File: src/rtl/nco_multivoice_if.sv
// Register-side and wave-RAM-side signal bundle for the nco_multivoice oscillator bank.
interface nco_multivoice_if #(
  parameter int unsigned VOICE_BITS = 2,
  parameter int unsigned IN_WIDTH   = 24,
  parameter int unsigned ADDR_WIDTH = 13
);
  logic                  i_input_latch_write_enable;
  logic [VOICE_BITS-1:0] i_voice_select;
  logic [IN_WIDTH-1:0]   i_input;
  logic                  i_phase_reset;
  logic [ADDR_WIDTH-1:0] o_waveram_address;
  logic [VOICE_BITS-1:0] o_voice;
  logic                  o_valid;
  logic                  o_wrap;

  modport master (
    output i_input_latch_write_enable, i_voice_select, i_input, i_phase_reset,
    input  o_waveram_address, o_voice, o_valid, o_wrap
  );

  modport slave (
    input  i_input_latch_write_enable, i_voice_select, i_input, i_phase_reset,
    output o_waveram_address, o_voice, o_valid, o_wrap
  );
endinterface

File: src/rtl/nco_multivoice.sv
// Time-multiplexed NCO bank: one shared adder services VOICES phase accumulators round-robin.
// Optional master/slave hard sync between voice pairs: define NCO_MULTIVOICE_HARD_SYNC_EN.
module nco_multivoice #(
  parameter int unsigned VOICES          = 4,
  parameter int unsigned ACC_WIDTH       = 24,
  parameter int unsigned TUNE_WIDTH      = 23,
  parameter int unsigned WAVE_SEL_WIDTH  = 1,
  parameter int unsigned PHASE_OUT_WIDTH = 12
) (
  input  logic             i_clock,
  input  logic             i_reset,
  nco_multivoice_if.slave  bus
);
  localparam int unsigned VOICE_BITS = (VOICES > 1) ? $clog2(VOICES) : 1;
  localparam int unsigned IN_WIDTH   = WAVE_SEL_WIDTH + TUNE_WIDTH;

  logic [ACC_WIDTH-1:0]      acc      [VOICES];
  logic [TUNE_WIDTH-1:0]     tune     [VOICES];
  logic [WAVE_SEL_WIDTH-1:0] wave_sel [VOICES];
  logic [VOICE_BITS-1:0]     v;

  logic [ACC_WIDTH:0]   sum_c;
  logic [ACC_WIDTH-1:0] next_acc_c;
  logic                 sel_ok_c;
  logic                 retrig_c;
  logic                 sync_hit_c;
  logic                 wrap_c;

`ifdef NCO_MULTIVOICE_HARD_SYNC_EN
  logic sync_flag;
  logic is_master_c;
  assign is_master_c = !v[0] && ((32'(v) + 32'd1) < VOICES);
  assign sync_hit_c  = sync_flag && v[0];
`else
  assign sync_hit_c  = 1'b0;
`endif

  // Shared adder for the voice in service; retrigger or sync replaces the sum with zero.
  always_comb begin
    sel_ok_c   = 32'(bus.i_voice_select) < VOICES;
    retrig_c   = bus.i_phase_reset && sel_ok_c && (bus.i_voice_select == v);
    sum_c      = {1'b0, acc[v]} + (ACC_WIDTH+1)'(tune[v]);
    next_acc_c = sum_c[ACC_WIDTH-1:0];
    wrap_c     = sum_c[ACC_WIDTH];
    if (retrig_c || sync_hit_c) begin
      next_acc_c = '0;
      wrap_c     = 1'b0;
    end
  end

  always_ff @(posedge i_clock) begin
    if (i_reset) begin
      for (int unsigned i = 0; i < VOICES; i++) begin
        acc[i]      <= '0;
        tune[i]     <= '0;
        wave_sel[i] <= '0;
      end
      v                     <= '0;
      bus.o_waveram_address <= '0;
      bus.o_voice           <= '0;
      bus.o_valid           <= 1'b0;
      bus.o_wrap            <= 1'b0;
`ifdef NCO_MULTIVOICE_HARD_SYNC_EN
      sync_flag             <= 1'b0;
`endif
    end else begin
      acc[v] <= next_acc_c;
      // A retrigger of a voice not in service still zeroes it this edge.
      if (bus.i_phase_reset && sel_ok_c) begin
        acc[bus.i_voice_select] <= '0;
      end
      if (bus.i_input_latch_write_enable && sel_ok_c) begin
        tune[bus.i_voice_select]     <= bus.i_input[TUNE_WIDTH-1:0];
        wave_sel[bus.i_voice_select] <= bus.i_input[IN_WIDTH-1 -: WAVE_SEL_WIDTH];
      end
      v <= (v == VOICE_BITS'(VOICES - 1)) ? '0 : v + VOICE_BITS'(1);

      bus.o_waveram_address <= {wave_sel[v], next_acc_c[ACC_WIDTH-1 -: PHASE_OUT_WIDTH]};
      bus.o_voice           <= v;
      bus.o_valid           <= 1'b1;
      bus.o_wrap            <= wrap_c;
`ifdef NCO_MULTIVOICE_HARD_SYNC_EN
      // Slave of a pair is always serviced on the clock right after its master.
      sync_flag             <= is_master_c && wrap_c;
`endif
    end
  end
endmodule

File: src/flat_wrapper.sv
// flat-port wrapper written by rule: the top's interface ports become plain ports
module nco_multivoice_flat 
#(
  parameter int unsigned VOICES          = 4,
  parameter int unsigned ACC_WIDTH       = 24,
  parameter int unsigned TUNE_WIDTH      = 23,
  parameter int unsigned WAVE_SEL_WIDTH  = 1,
  parameter int unsigned PHASE_OUT_WIDTH = 12
)
  (i_clock, i_reset, bus_i_input_latch_write_enable, bus_i_voice_select, bus_i_input, bus_i_phase_reset, bus_o_waveram_address, bus_o_voice, bus_o_valid, bus_o_wrap);
  nco_multivoice_if #(.VOICE_BITS((2)), .IN_WIDTH((24)), .ADDR_WIDTH((13))) bus_i ();
  input  logic i_clock;
  input  logic i_reset;
  input wire logic [$bits(bus_i.i_input_latch_write_enable)-1:0] bus_i_input_latch_write_enable;
  input wire logic [$bits(bus_i.i_voice_select)-1:0] bus_i_voice_select;
  input wire logic [$bits(bus_i.i_input)-1:0] bus_i_input;
  input wire logic [$bits(bus_i.i_phase_reset)-1:0] bus_i_phase_reset;
  output wire logic [$bits(bus_i.o_waveram_address)-1:0] bus_o_waveram_address;
  output wire logic [$bits(bus_i.o_voice)-1:0] bus_o_voice;
  output wire logic [$bits(bus_i.o_valid)-1:0] bus_o_valid;
  output wire logic [$bits(bus_i.o_wrap)-1:0] bus_o_wrap;
  assign bus_i.i_input_latch_write_enable = bus_i_input_latch_write_enable;
  assign bus_i.i_voice_select = bus_i_voice_select;
  assign bus_i.i_input = bus_i_input;
  assign bus_i.i_phase_reset = bus_i_phase_reset;
  assign bus_o_waveram_address = bus_i.o_waveram_address;
  assign bus_o_voice = bus_i.o_voice;
  assign bus_o_valid = bus_i.o_valid;
  assign bus_o_wrap = bus_i.o_wrap;
  nco_multivoice #(.VOICES(VOICES), .ACC_WIDTH(ACC_WIDTH), .TUNE_WIDTH(TUNE_WIDTH), .WAVE_SEL_WIDTH(WAVE_SEL_WIDTH), .PHASE_OUT_WIDTH(PHASE_OUT_WIDTH)) u_core (.i_clock(i_clock), .i_reset(i_reset), .bus(bus_i));
endmodule
File: config.mk
export PLATFORM = sky130hd
export DESIGN_NAME = nco_multivoice_flat
export DESIGN_NICKNAME = d
export VERILOG_FILES = /design/src/rtl/nco_multivoice_if.sv /design/src/rtl/nco_multivoice.sv /design/src/flat_wrapper.sv
export SDC_FILE = /design/constraint.sdc
export NUM_CORES = 1
export LEC_CHECK = 0
export ABC_AREA = 1
export CORE_ASPECT_RATIO = 0.75
export CORE_MARGIN = 2
export CORE_UTILIZATION = 35
export DETAILED_ROUTE_END_ITERATION = 6
export PLACE_DENSITY_LB_ADDON = 0.12
export SLEW_MARGIN = 20
export SYNTH_ARGS = -nofsm -noshare
export SYNTH_HDL_FRONTEND = slang
export SYNTH_SLANG_ARGS = --single-unit
File: constraint.sdc
create_clock -name i_clock -period 4.3 [get_ports i_clock]
set_input_delay 0.43 -clock i_clock [delete_from_list [all_inputs] [get_ports i_clock]]
set_output_delay 0.43 -clock i_clock [all_outputs]
set_load 0.1 [all_outputs]
==> impl_metrics.py <==
metrics = {
    "status": {
        "outcome": "finished, final reports clean",
    },
    "routing": {
        "drt-pass1-iter-count": 5,
        "drtIter0Drc": 773,
        "viasPerCell": 5.05,
        "vias": 8992,
        "drtAntennaViolNets": 0,
        "routed_wire_length_per_instance_um": 18.1,
        "routed_wirelength_um": 32200,
        "drc": 0,
    },
    "worst_setup_path": {
        "critPathArrivalTime_ns": 3.87,
        "cp_slowest_cell": "inv_4",
        "critPathKind": "reg -> reg",
        "cp.required_ns": 4.77,
        "cp_max_fo": 77,
        "reg2reg_from": "u_core.v[0]",
        "cpPeakStageDelay_ns": 0.58,
        "cp-start-kind": "flip-flop",
        "worstSetupEndpointType": "flip-flop",
        "crit_path_frequent_cell": "nand2_1",
        "rrSetupSlack_ns": 0.90,
        "critPathLaunch": "u_core.v[0]",
        "crit_chain": "inv_4 > o21ai_0 > o22ai_1 > ha_1 > inv_1 > fa_1 > inv_1 > nand3_1 > nand3_1 > nand2_1 > nand2_1 > nand2_1 > nand3b_1 > nand3_2 > inv_2 > nand2_1 > a21oi_1",
    },
    "clock_tree": {
        "clk_pin_slew_ns": 0.06,
        "hold_buffers": 0,
        "htreeDepth": 1,
        "cts_setup_buffers": 0,
        "cts_tree": "done",
        "cts.sinks": 211,
        "root_buffer": "clkbuf_16",
        "clkLatencyLatePin_ns": 0.54,
        "cts_buffers": 23,
        "cts_max_path_buffers": 3,
        "ctsResizeCount": 0,
    },
    "sta": {
        "finalSetupViolCount": 0,
        "finalCriticalPeriod_ns": 3.40,
        "setup_slack_ns": 0.898,
        "slew_viol_final": 0,
        "hold_violations": 0,
        "fmax_mhz": 294,
        "period_share": 0.791,
        "slew_headroom": 0.230,
        "fin_worst_skew_ns": 0.0142,
        "hold_slack_ns": 0.462,
        "tns_ns": 0,
        "rsz0062_at_grt": "no",
        "tightest_slew_ns": 1.15,
    },
    "yosys": {
        "synthTopCellsByArea": "edfxtp_1 27%, dfxtp_1 22%, nand2_1 11%, nor2_1 7.5%, o21ai_0 5.3%",
        "synth_nets": 1405,
        "synth-simple-area-share": 0.252,
        "synthXorXnorAreaFrac": 0.00250,
        "synth_compound_area_frac": 0.144,
        "seq_area_frac_synth": 0.494,
        "synth.avg_cell_area_um2": 7.77,
        "synth_ff_type": "dfxtp_1",
        "synth_warnings": 0,
        "ys_types": 40,
        "synthCells": 1350,
        "synth_top_family_by_area": "simple AND/OR/NAND/NOR gates",
        "synth.cell_area_um2": 10500,
        "async_flop_share": 0,
        "ys_ff_latch": 211,
        "synth_edf_count": 96,
        "synthMuxAreaShare": 0,
        "synth_fa_ha_area_frac": 0.0305,
        "synth_top_area_cell": "edfxtp_1",
        "synth_top_area_share": 0.275,
    },
    "die": {
        "core-area_um2": 29300,
        "core.rowCount": 54,
        "ioPinCount": 47,
        "die_area_um2": 31400,
        "die-width_um": 204,
        "die_h_um": 154,
        "start_util": 0.359,
    },
    "hold_path": {
        "hp-class": "reg -> reg",
        "hold_start": "u_core.acc[2][18]",
    },
    "flow_run": {
        "max-cap-violations": 0,
    },
    "final_layout": {
        "diodes": 0,
        "area_growth_pct": 14.9,
        "mostFrequentLayoutCell": "nand2_1",
        "layout-drive-gt1-share": 0.0771,
        "final_cell_mix": "308 x nand2_1, 205 x nor2_1, 116 x inv_1",
        "nNetsFinal": 1426,
    },
    "grt": {
        "grt_max_degree": 99,
        "overflow": 0,
        "grt_first_pass_wirelength_um": 49900,
        "grt_pass1_vias": 8503,
        "antenna_found_initial": 0,
        "grtUsageTotal": 0.205,
    },
    "power_and_ir_drop": {
        "p_leak_nw": 4.97,
        "peakVddDrop_mv": 0.265,
        "p_per_area_nw_per_um2": 566,
    },
    "placement": {
        "dpl.hpwl_um": 20500,
        "dp_slack_ns": 0.938,
        "gp_congestion": 0.872,
        "port-buffer-count": 46,
    },
}
## Yosys cell counts (9+ instances only)
master	instances
o22ai_1	45
dfxtp_1	115
edfxtp_1	96
nand4_1	37
ha_1	24
buf_2	18
o21ai_0	112
clkbuf_1	43
nand3_1	33
nor2_1	210
inv_1	119
nand2_2	9
a21oi_1	107
inv_2	9
nand2_1	308
## power breakdown
part           internal [mW]  total, mW  switching (mW)  leakage, nW
Combinational          0.671       2.36            1.69         2.72
Clock                   1.09       1.94           0.848        0.356
Sequential              2.40       2.52           0.121         1.89
## metal layers
| layer | up-vias | share of wire | track usage |
|---|---|---|---|
| met5 | - | 0 | 0 |
| met4 | 0 | 0.014 | 0.0327 |
| met3 | 35 | 0.063 | 0.0352 |
| met2 | 241 | 0.41 | 0.304 |
| met1 | 4199 | 0.51 | 0.315 |
| li1 | 4517 | - | - |
## state kept, by name (all words and copies together), names as in the netlist
| register | flops |
|---|---|
| u_core.acc | 96 |
| u_core.bus.o_valid | 1 |
| u_core.bus.o_voice | 2 |
| u_core.bus.o_waveram_address | 13 |
| u_core.bus.o_wrap | 1 |
| u_core.tune | 92 |
| u_core.v | 2 |
| u_core.wave_sel | 4 |
## worst max-delay path, delay by kind of cell (launching register included)
kind	cells	cell delay, ns
buffers and inverters	4	0.89
adder cells (fa/ha/maj)	2	0.66
AND/OR/NAND/NOR	8	0.86
flip-flops	1	0.35
AO/OA/AOI/OAI	3	0.54
## metrics by stage
step | utilization | power, mW | area (µm²) | cells
global route | 0.412 | 7.22 | 12100 | 1779
detailed placement | 0.387 | 4.90 | 11300 | 1738
global placement | 0.387 | 4.90 | 11300 | 1738
CTS | 0.412 | 6.85 | 12100 | 1779
finish | 0.412 | 6.82 | 12100 | 1779
floorplan | - | 4.25 | 10500 | 1350
## cell families after synthesis
| logic type | Yosys count |
|---|---|
| XOR/XNOR | 3 |
| AO/OA/AOI/OAI | 282 |
| AND/OR/NAND/NOR | 628 |
| buffers and inverters | 201 |
| adder cells (fa/ha/maj) | 25 |
| flip-flops | 211 |
## path summary, 6_finish.rpt
check,to,cells after the start
setup / recovery,u_core.acc[1][12],17
hold / removal,u_core.acc[2][18],2
setup reg to reg,u_core.acc[1][12],17
hold reg to reg,u_core.acc[2][18],2
## layout make-up
class                      instances  area (µm²)
timing repair buffer              64         608
tap                              392         490
fill                            2979       17200
sequential                       211        5190
inverter                         133         504
multi-input combinational        938        4540
clock buffer                      35         681
clock inverter                     6        41.3
(Power assumes the default switching activity.)
